[src/rtl/memory_cycle.sv]
// MEM stage and MEM/WB register: req/ready data bus with wait-state timeout.
// Optional MISALIGN_CHECK_EN rejects misaligned half/word accesses.
module memory_cycle #(
    parameter int MAX_WAIT = 16
) (
    input  logic        clk,
    input  logic        rst,
    input  logic        ValidM,
    input  logic        RegWriteM,
    input  logic        MemtoRegM,
    input  logic        MemReadM,
    input  logic        MemWriteM,
    input  logic [2:0]  funct3M,
    input  logic [31:0] ALUOutM,
    input  logic [31:0] WriteDataM,
    input  logic [4:0]  RdM,
    output logic        StallM,
    output logic        dmem_req,
    output logic        dmem_we,
    output logic [31:0] dmem_addr,
    output logic [3:0]  dmem_be,
    output logic [31:0] dmem_wdata,
    input  logic        dmem_ready,
    input  logic [31:0] dmem_rdata,
    output logic        RegWriteW,
    output logic        MemtoRegW,
    output logic [31:0] ALUOutW,
    output logic [31:0] ReadDataW,
    output logic [4:0]  RdW,
    output logic        bus_err,
    output logic        misalign_err
);
    typedef enum logic {IDLE, ACCESS} state_t;
    localparam logic [7:0] WAIT_LAST = 8'(MAX_WAIT - 1);
    localparam logic [1:0] SZ_BYTE = 2'd0;
    localparam logic [1:0] SZ_HALF = 2'd1;
    localparam logic [1:0] SZ_WORD = 2'd2;

    state_t state, stateNext;
    logic [31:0] addrQ, wdQ;
    logic [1:0] sizeM, sizeQ;
    logic signedQ, regWriteQ, memtoRegQ, storeQ;
    logic [4:0] rdQ;
    logic [7:0] waitCnt;
    logic memOp, misalign, issue, done, timeout, inAccess;
    logic [7:0] byteSel;
    logic [15:0] halfSel;
    logic [31:0] loadData, storeData;
    logic [3:0] storeBe;

    assign memOp = ValidM & (MemReadM | MemWriteM);

    // Store encodings 100/101 do not exist, so they fall back to word size.
    always_comb begin
        sizeM = SZ_WORD;
        unique case (funct3M)
            3'b000: sizeM = SZ_BYTE;
            3'b001: sizeM = SZ_HALF;
            3'b100: if (!MemWriteM) sizeM = SZ_BYTE;
            3'b101: if (!MemWriteM) sizeM = SZ_HALF;
            default: ;
        endcase
    end

`ifdef MISALIGN_CHECK_EN
    always_comb begin
        misalign = 1'b0;
        if (sizeM == SZ_HALF) misalign = ALUOutM[0];
        else if (sizeM == SZ_WORD) misalign = |ALUOutM[1:0];
    end
`else
    assign misalign = 1'b0;
`endif

    assign inAccess = (state == ACCESS);
    assign issue = (state == IDLE) & memOp & ~misalign;
    assign done = inAccess & dmem_ready;
    assign timeout = inAccess & ~dmem_ready & (waitCnt == WAIT_LAST);

    always_ff @(posedge clk or negedge rst) begin
        if (!rst) state <= IDLE;
        else state <= stateNext;
    end

    always_comb begin
        stateNext = state;
        StallM = 1'b0;
        dmem_req = 1'b0;
        unique case (state)
            IDLE: begin
                if (issue) begin
                    StallM = 1'b1;
                    stateNext = ACCESS;
                end
            end
            ACCESS: begin
                dmem_req = 1'b1;
                StallM = ~dmem_ready;
                if (done | timeout) stateNext = IDLE;
            end
            default: stateNext = IDLE;
        endcase
        if (!rst) StallM = 1'b0;
    end

    always_comb begin
        storeBe = 4'b1111;
        storeData = wdQ;
        unique case (sizeQ)
            SZ_BYTE: begin
                storeBe = 4'b0001 << addrQ[1:0];
                storeData = {4{wdQ[7:0]}};
            end
            SZ_HALF: begin
                storeBe = addrQ[1] ? 4'b1100 : 4'b0011;
                storeData = {2{wdQ[15:0]}};
            end
            default: ;
        endcase
    end

    always_comb begin
        unique case (addrQ[1:0])
            2'b00: byteSel = dmem_rdata[7:0];
            2'b01: byteSel = dmem_rdata[15:8];
            2'b10: byteSel = dmem_rdata[23:16];
            default: byteSel = dmem_rdata[31:24];
        endcase
    end

    assign halfSel = addrQ[1] ? dmem_rdata[31:16] : dmem_rdata[15:0];

    always_comb begin
        loadData = dmem_rdata;
        unique case (sizeQ)
            SZ_BYTE: loadData = {{24{signedQ & byteSel[7]}}, byteSel};
            SZ_HALF: loadData = {{16{signedQ & halfSel[15]}}, halfSel};
            default: ;
        endcase
    end

    assign dmem_we = inAccess & storeQ;
    assign dmem_addr = inAccess ? {addrQ[31:2], 2'b00} : 32'h0;
    assign dmem_be = !inAccess ? 4'h0 : (storeQ ? storeBe : 4'b1111);
    assign dmem_wdata = (inAccess & storeQ) ? storeData : 32'h0;

    always_ff @(posedge clk or negedge rst) begin
        if (!rst) begin
            addrQ <= '0;
            wdQ <= '0;
            sizeQ <= '0;
            signedQ <= 1'b0;
            rdQ <= '0;
            regWriteQ <= 1'b0;
            memtoRegQ <= 1'b0;
            storeQ <= 1'b0;
            waitCnt <= '0;
        end else if (issue) begin
            addrQ <= ALUOutM;
            wdQ <= WriteDataM;
            sizeQ <= sizeM;
            signedQ <= ~funct3M[2];
            rdQ <= RdM;
            regWriteQ <= RegWriteM;
            memtoRegQ <= MemtoRegM & ~MemWriteM;
            storeQ <= MemWriteM;
            waitCnt <= '0;
        end else if (inAccess & ~dmem_ready) begin
            waitCnt <= waitCnt + 8'd1;
        end
    end

    always_ff @(posedge clk or negedge rst) begin
        if (!rst) begin
            RegWriteW <= 1'b0;
            MemtoRegW <= 1'b0;
            ALUOutW <= '0;
            ReadDataW <= '0;
            RdW <= '0;
            bus_err <= 1'b0;
            misalign_err <= 1'b0;
        end else begin
            bus_err <= timeout;
            misalign_err <= (state == IDLE) & memOp & misalign;
            if (inAccess) begin
                ALUOutW <= addrQ;
                RdW <= rdQ;
                RegWriteW <= done & regWriteQ;
                MemtoRegW <= done & memtoRegQ;
                ReadDataW <= (done & ~storeQ) ? loadData : 32'h0;
            end else begin
                ALUOutW <= ALUOutM;
                RdW <= RdM;
                RegWriteW <= ValidM & ~memOp & RegWriteM;
                MemtoRegW <= ValidM & ~memOp & MemtoRegM;
                ReadDataW <= '0;
            end
        end
    end
endmodule

[config.mk]
export PLATFORM = sky130hd
export DESIGN_NAME = memory_cycle
export DESIGN_NICKNAME = d
export VERILOG_FILES = /design/src/rtl/memory_cycle.sv
export SDC_FILE = /design/constraint.sdc
export NUM_CORES = 1
export LEC_CHECK = 0
export ABC_AREA = 1
export ABC_CLOCK_PERIOD_IN_PS = 1900
export CAP_MARGIN = 30
export CELL_PAD_IN_SITES_DETAIL_PLACEMENT = 0
export CELL_PAD_IN_SITES_GLOBAL_PLACEMENT = 2
export CORE_ASPECT_RATIO = 0.8
export CORE_MARGIN = 2
export CORE_UTILIZATION = 35
export DETAILED_ROUTE_END_ITERATION = 10
export DONT_BUFFER_PORTS = 1
export PLACE_DENSITY = 0.91
export SYNTH_ARGS = -nofsm -noshare
export SYNTH_HDL_FRONTEND = slang
export SYNTH_SLANG_ARGS = --single-unit
[constraint.sdc]
create_clock -name clk -period 1.9 [get_ports clk]
set_input_delay 0.38 -clock clk [delete_from_list [all_inputs] [get_ports clk]]
set_output_delay 0.38 -clock clk [all_outputs]
set_load 0.02 [all_outputs]
==> out/metrics.cfg <==
[grt]
overflow = 0
grt_max_degree = 158
grt_pass1_vias = 5315
grt_pass1_wl_um = 29400
antenna_found_initial = 1
grtUsageTotal_pct = 18.3

[place]
gp_congestion = 0.805
hpwl_um = 12800
io_buffers = 0

[power_and_ir_drop]
total_power_w = 0.0105
cellLeakagePower_nw = 4.62
ir_drop_mv = 0.546
power.density_mw_per_mm2 = 1200

[min_path]
min_path_type = in -> async

[floorplanning]
design.core.area_mm2 = 0.0196
io-pin-count = 256
start_util_pct = 35.4
rows = 46
die-area_mm2 = 0.0210
die_h_um = 130
die_x_um = 162

[cells_and_area]
drive_above_1_share_pct = 23.4
num_antenna_cells = 0
seq_area_mm2 = 0.00391
fillers = 1959
fin_nets = 1031
multi_input_area_mm2 = 0.00253
area_growth_pct = 26.3

[timing]
setup_violations = 26
rsz0062_at_grt = true
period_minus_slack_ns = 2.02
finClkSkew_ns = 0.0117
fin_hold_ws_ns = -0.349
setup_ws_ns = -0.121
fin_tns_setup_ns = -1.87
fmax_mhz = 495
finalCritPeriodShare_pct = 106
finalHoldViolCount = 156
slew_violations = 0

[critical_path]
critPathSlowestCell = dfrtp_2
critPathArrivalTime_ns = 1.64
cp.required_ns = 1.52
crit_path_max_incr_delay_ns = 0.48
crit_family = flip-flops
crit_path_end_kind = output pin
crit_path_start_kind = register
cp_cell_sequence = nor2_4 -> buf_6 -> inv_8 -> o22ai_4 -> nor3_2 -> buf_4
criticalPathCategory = reg -> out
cp_max_fo = 5
cp.buffers_inverters = 3

[yosys]
syn_area_mm2 = 0.00695
avgSynthCellArea_um2 = 8.20
synthCells = 847
ys_seq_area_share_pct = 56.2
ys.warnings.count = 0
synth_cell_types = 31
synth_seq_cells = 156

[cts]
cts_buffer_depth = 2
insertion_delay_ns = 0.43
cts-buffers-inserted = 17
htreeDepth = 4
clk_pin_slew_ns = 0.06
cts_tree = built
cts_num_sinks = 156
root_buffer = clkbuf_16

[detailed_routing]
via_per_inst = 4.76
avgRoutedWirePerCell_um = 16.5
drt_pre_antenna_iters = 5
routed_wl_um = 19700
drt_iter0_drc = 355
vias = 5691
drc = 0
ant_nets = 0

[outcome]
outcome = complete, but fails checks
violations = negative hold slack, negative setup slack

[flow_run]
drv_cap = 0

[area by class of cell]
class | count | area share, %
clock buffer | 19 | 5.05
tap | 264 | 3.76
multi-input combinational | 519 | 28.9
clock inverter | 13 | 1.45
inverter | 132 | 5.89
timing repair inverter | 2 | 0.157
timing repair buffer | 90 | 10.3
sequential | 156 | 44.5
[layout by cell type (no fill, tap or decap), types with 4 or more instances in the layout]
cell and count:
buf_4 67, clkinvlp_4 4, nand2_4 5, buf_6 12
o21ai_2 11, nor3_1 5, nor2_2 16, a21oi_1 14
inv_1 98, o22ai_1 15, nor2_4 5, inv_2 29
a21oi_2 4, dfrtp_1 152, nand2_1 226, dfrtp_2 4
o21ai_0 91, clkbuf_16 19, inv_6 5, nand3_1 26
buf_12 5, nor2_1 72
[cell usage after synthesis]
cell type  instances  area [um^2]
a211oi_1           2         15.0
a21oi_1           19         95.1
ha_1               1         12.5
nand2_1          229          860
conb_1             1         3.75
or2_1              1         6.26
nand3_4            1         17.5
clkbuf_1          15         56.3
nor3b_1            1         7.51
nand2_4            3         33.8
nand4_1            2         12.5
nand3_1           26          130
o21ai_1            2         10.0
buf_1              2         7.51
inv_2              6         22.5
a31oi_1            2         12.5
buf_4              5         37.5
buf_6              3         33.8
o21ai_0          105          526
nand2_2            1         6.26
o21ai_2            1         8.76
o31ai_1            1         7.51
nor2_4             2         22.5
dfrtp_1          156         3900
nor2_1            77          289
buf_2             17         85.1
nand3_2            3         30.0
nor3_1             7         35.0
inv_1            126          473
nor2_2            14         87.6
o22ai_1           16          100
[path summary, 6_finish.rpt]
check,start,endpoint,slack (ns),cells after the start
hold / removal,rst,addrQ[24],-0.35,0
setup reg to reg,addrQ[1],ReadDataW[16],0.15,10
min in group clk,funct3M[2],signedQ,0.06,1
hold reg to reg,rdQ[0],RdW[0],0.48,2
max in group asynchronous,rst,sizeQ[1],2.00,0
setup / recovery,sizeQ[1],dmem_wdata[31],-0.12,6
[metrics by stage]
step | cell area [um^2] | setup slack [ns] | hold WS, ns | cells | util [%]
after global placement | 7510 | 0.184 | 0.0900 | 1128 | 38.3
after global routing | 8780 | -0.175 | -0.368 | 1195 | 44.7
after detailed placement | 7510 | 0.160 | 0.0914 | 1128 | 38.3
final | 8780 | -0.121 | -0.349 | 1195 | 44.7
after CTS | 8610 | -0.103 | -0.363 | 1188 | 43.9
after floorplan | 6960 | 0.00320 | 0.0844 | 849 | -
[layer usage]
metal	wire (um)	up-vias	share of wire, %	track usage [%]
li1	-	2757	-	-
met1	8690	2735	44	23.9
met2	9270	180	47	28.8
met3	1510	17	7.7	6.64
met4	212	2	1.1	5.09
met5	16	-	0.081	0
[state kept, by name, summed over array words and instances, names as in the netlist]
| name | count |
|---|---|
| ALUOutW | 32 |
| ReadDataW | 32 |
| addrQ | 32 |
| wdQ | 32 |
| waitCnt | 8 |
| RdW | 5 |
| rdQ | 5 |
| sizeQ | 2 |
| MemtoRegW | 1 |
| RegWriteW | 1 |
| bus_err | 1 |
| inAccess | 1 |
| memtoRegQ | 1 |
| regWriteQ | 1 |
| signedQ | 1 |
| storeQ | 1 |
[logic make-up (layout without fill, tap and decap cells)]
family / Yosys count / count (layout) / share of synthesized area, %
other: 1 / 3 / 0.0540
buffers and inverters: 174 / 256 / 10.3
AO/OA/AOI/OAI: 148 / 148 / 11.1
flip-flops: 156 / 156 / 56.2
AND/OR/NAND/NOR: 367 / 367 / 22.1
adder cells (fa/ha/maj): 1 / 1 / 0.180
[report_power, final]
part | internal, W | total, W | switching [W] | leakage [nW]
registers | 0.00388 | 0.00448 | 0.000603 | 1.98
clock network | 0.00187 | 0.00338 | 0.00151 | 0.277
logic | 0.00107 | 0.00265 | 0.00158 | 2.37
total | 0.00681 | 0.0105 | 0.00369 | 4.62
[timing repair]
| item | in CTS | in global routing |
|---|---|---|
| gates cloned | 5 | 2 |
| endpoints found under the hold margin | 156 | 156 |
| pin swaps | 17 | 14 |
| endpoints found under the setup margin | 29 | 60 |
| resized for setup | 103 | 18 |
| buffers inserted | 23 | 6 |
Power figures use the tool's default switching activity.
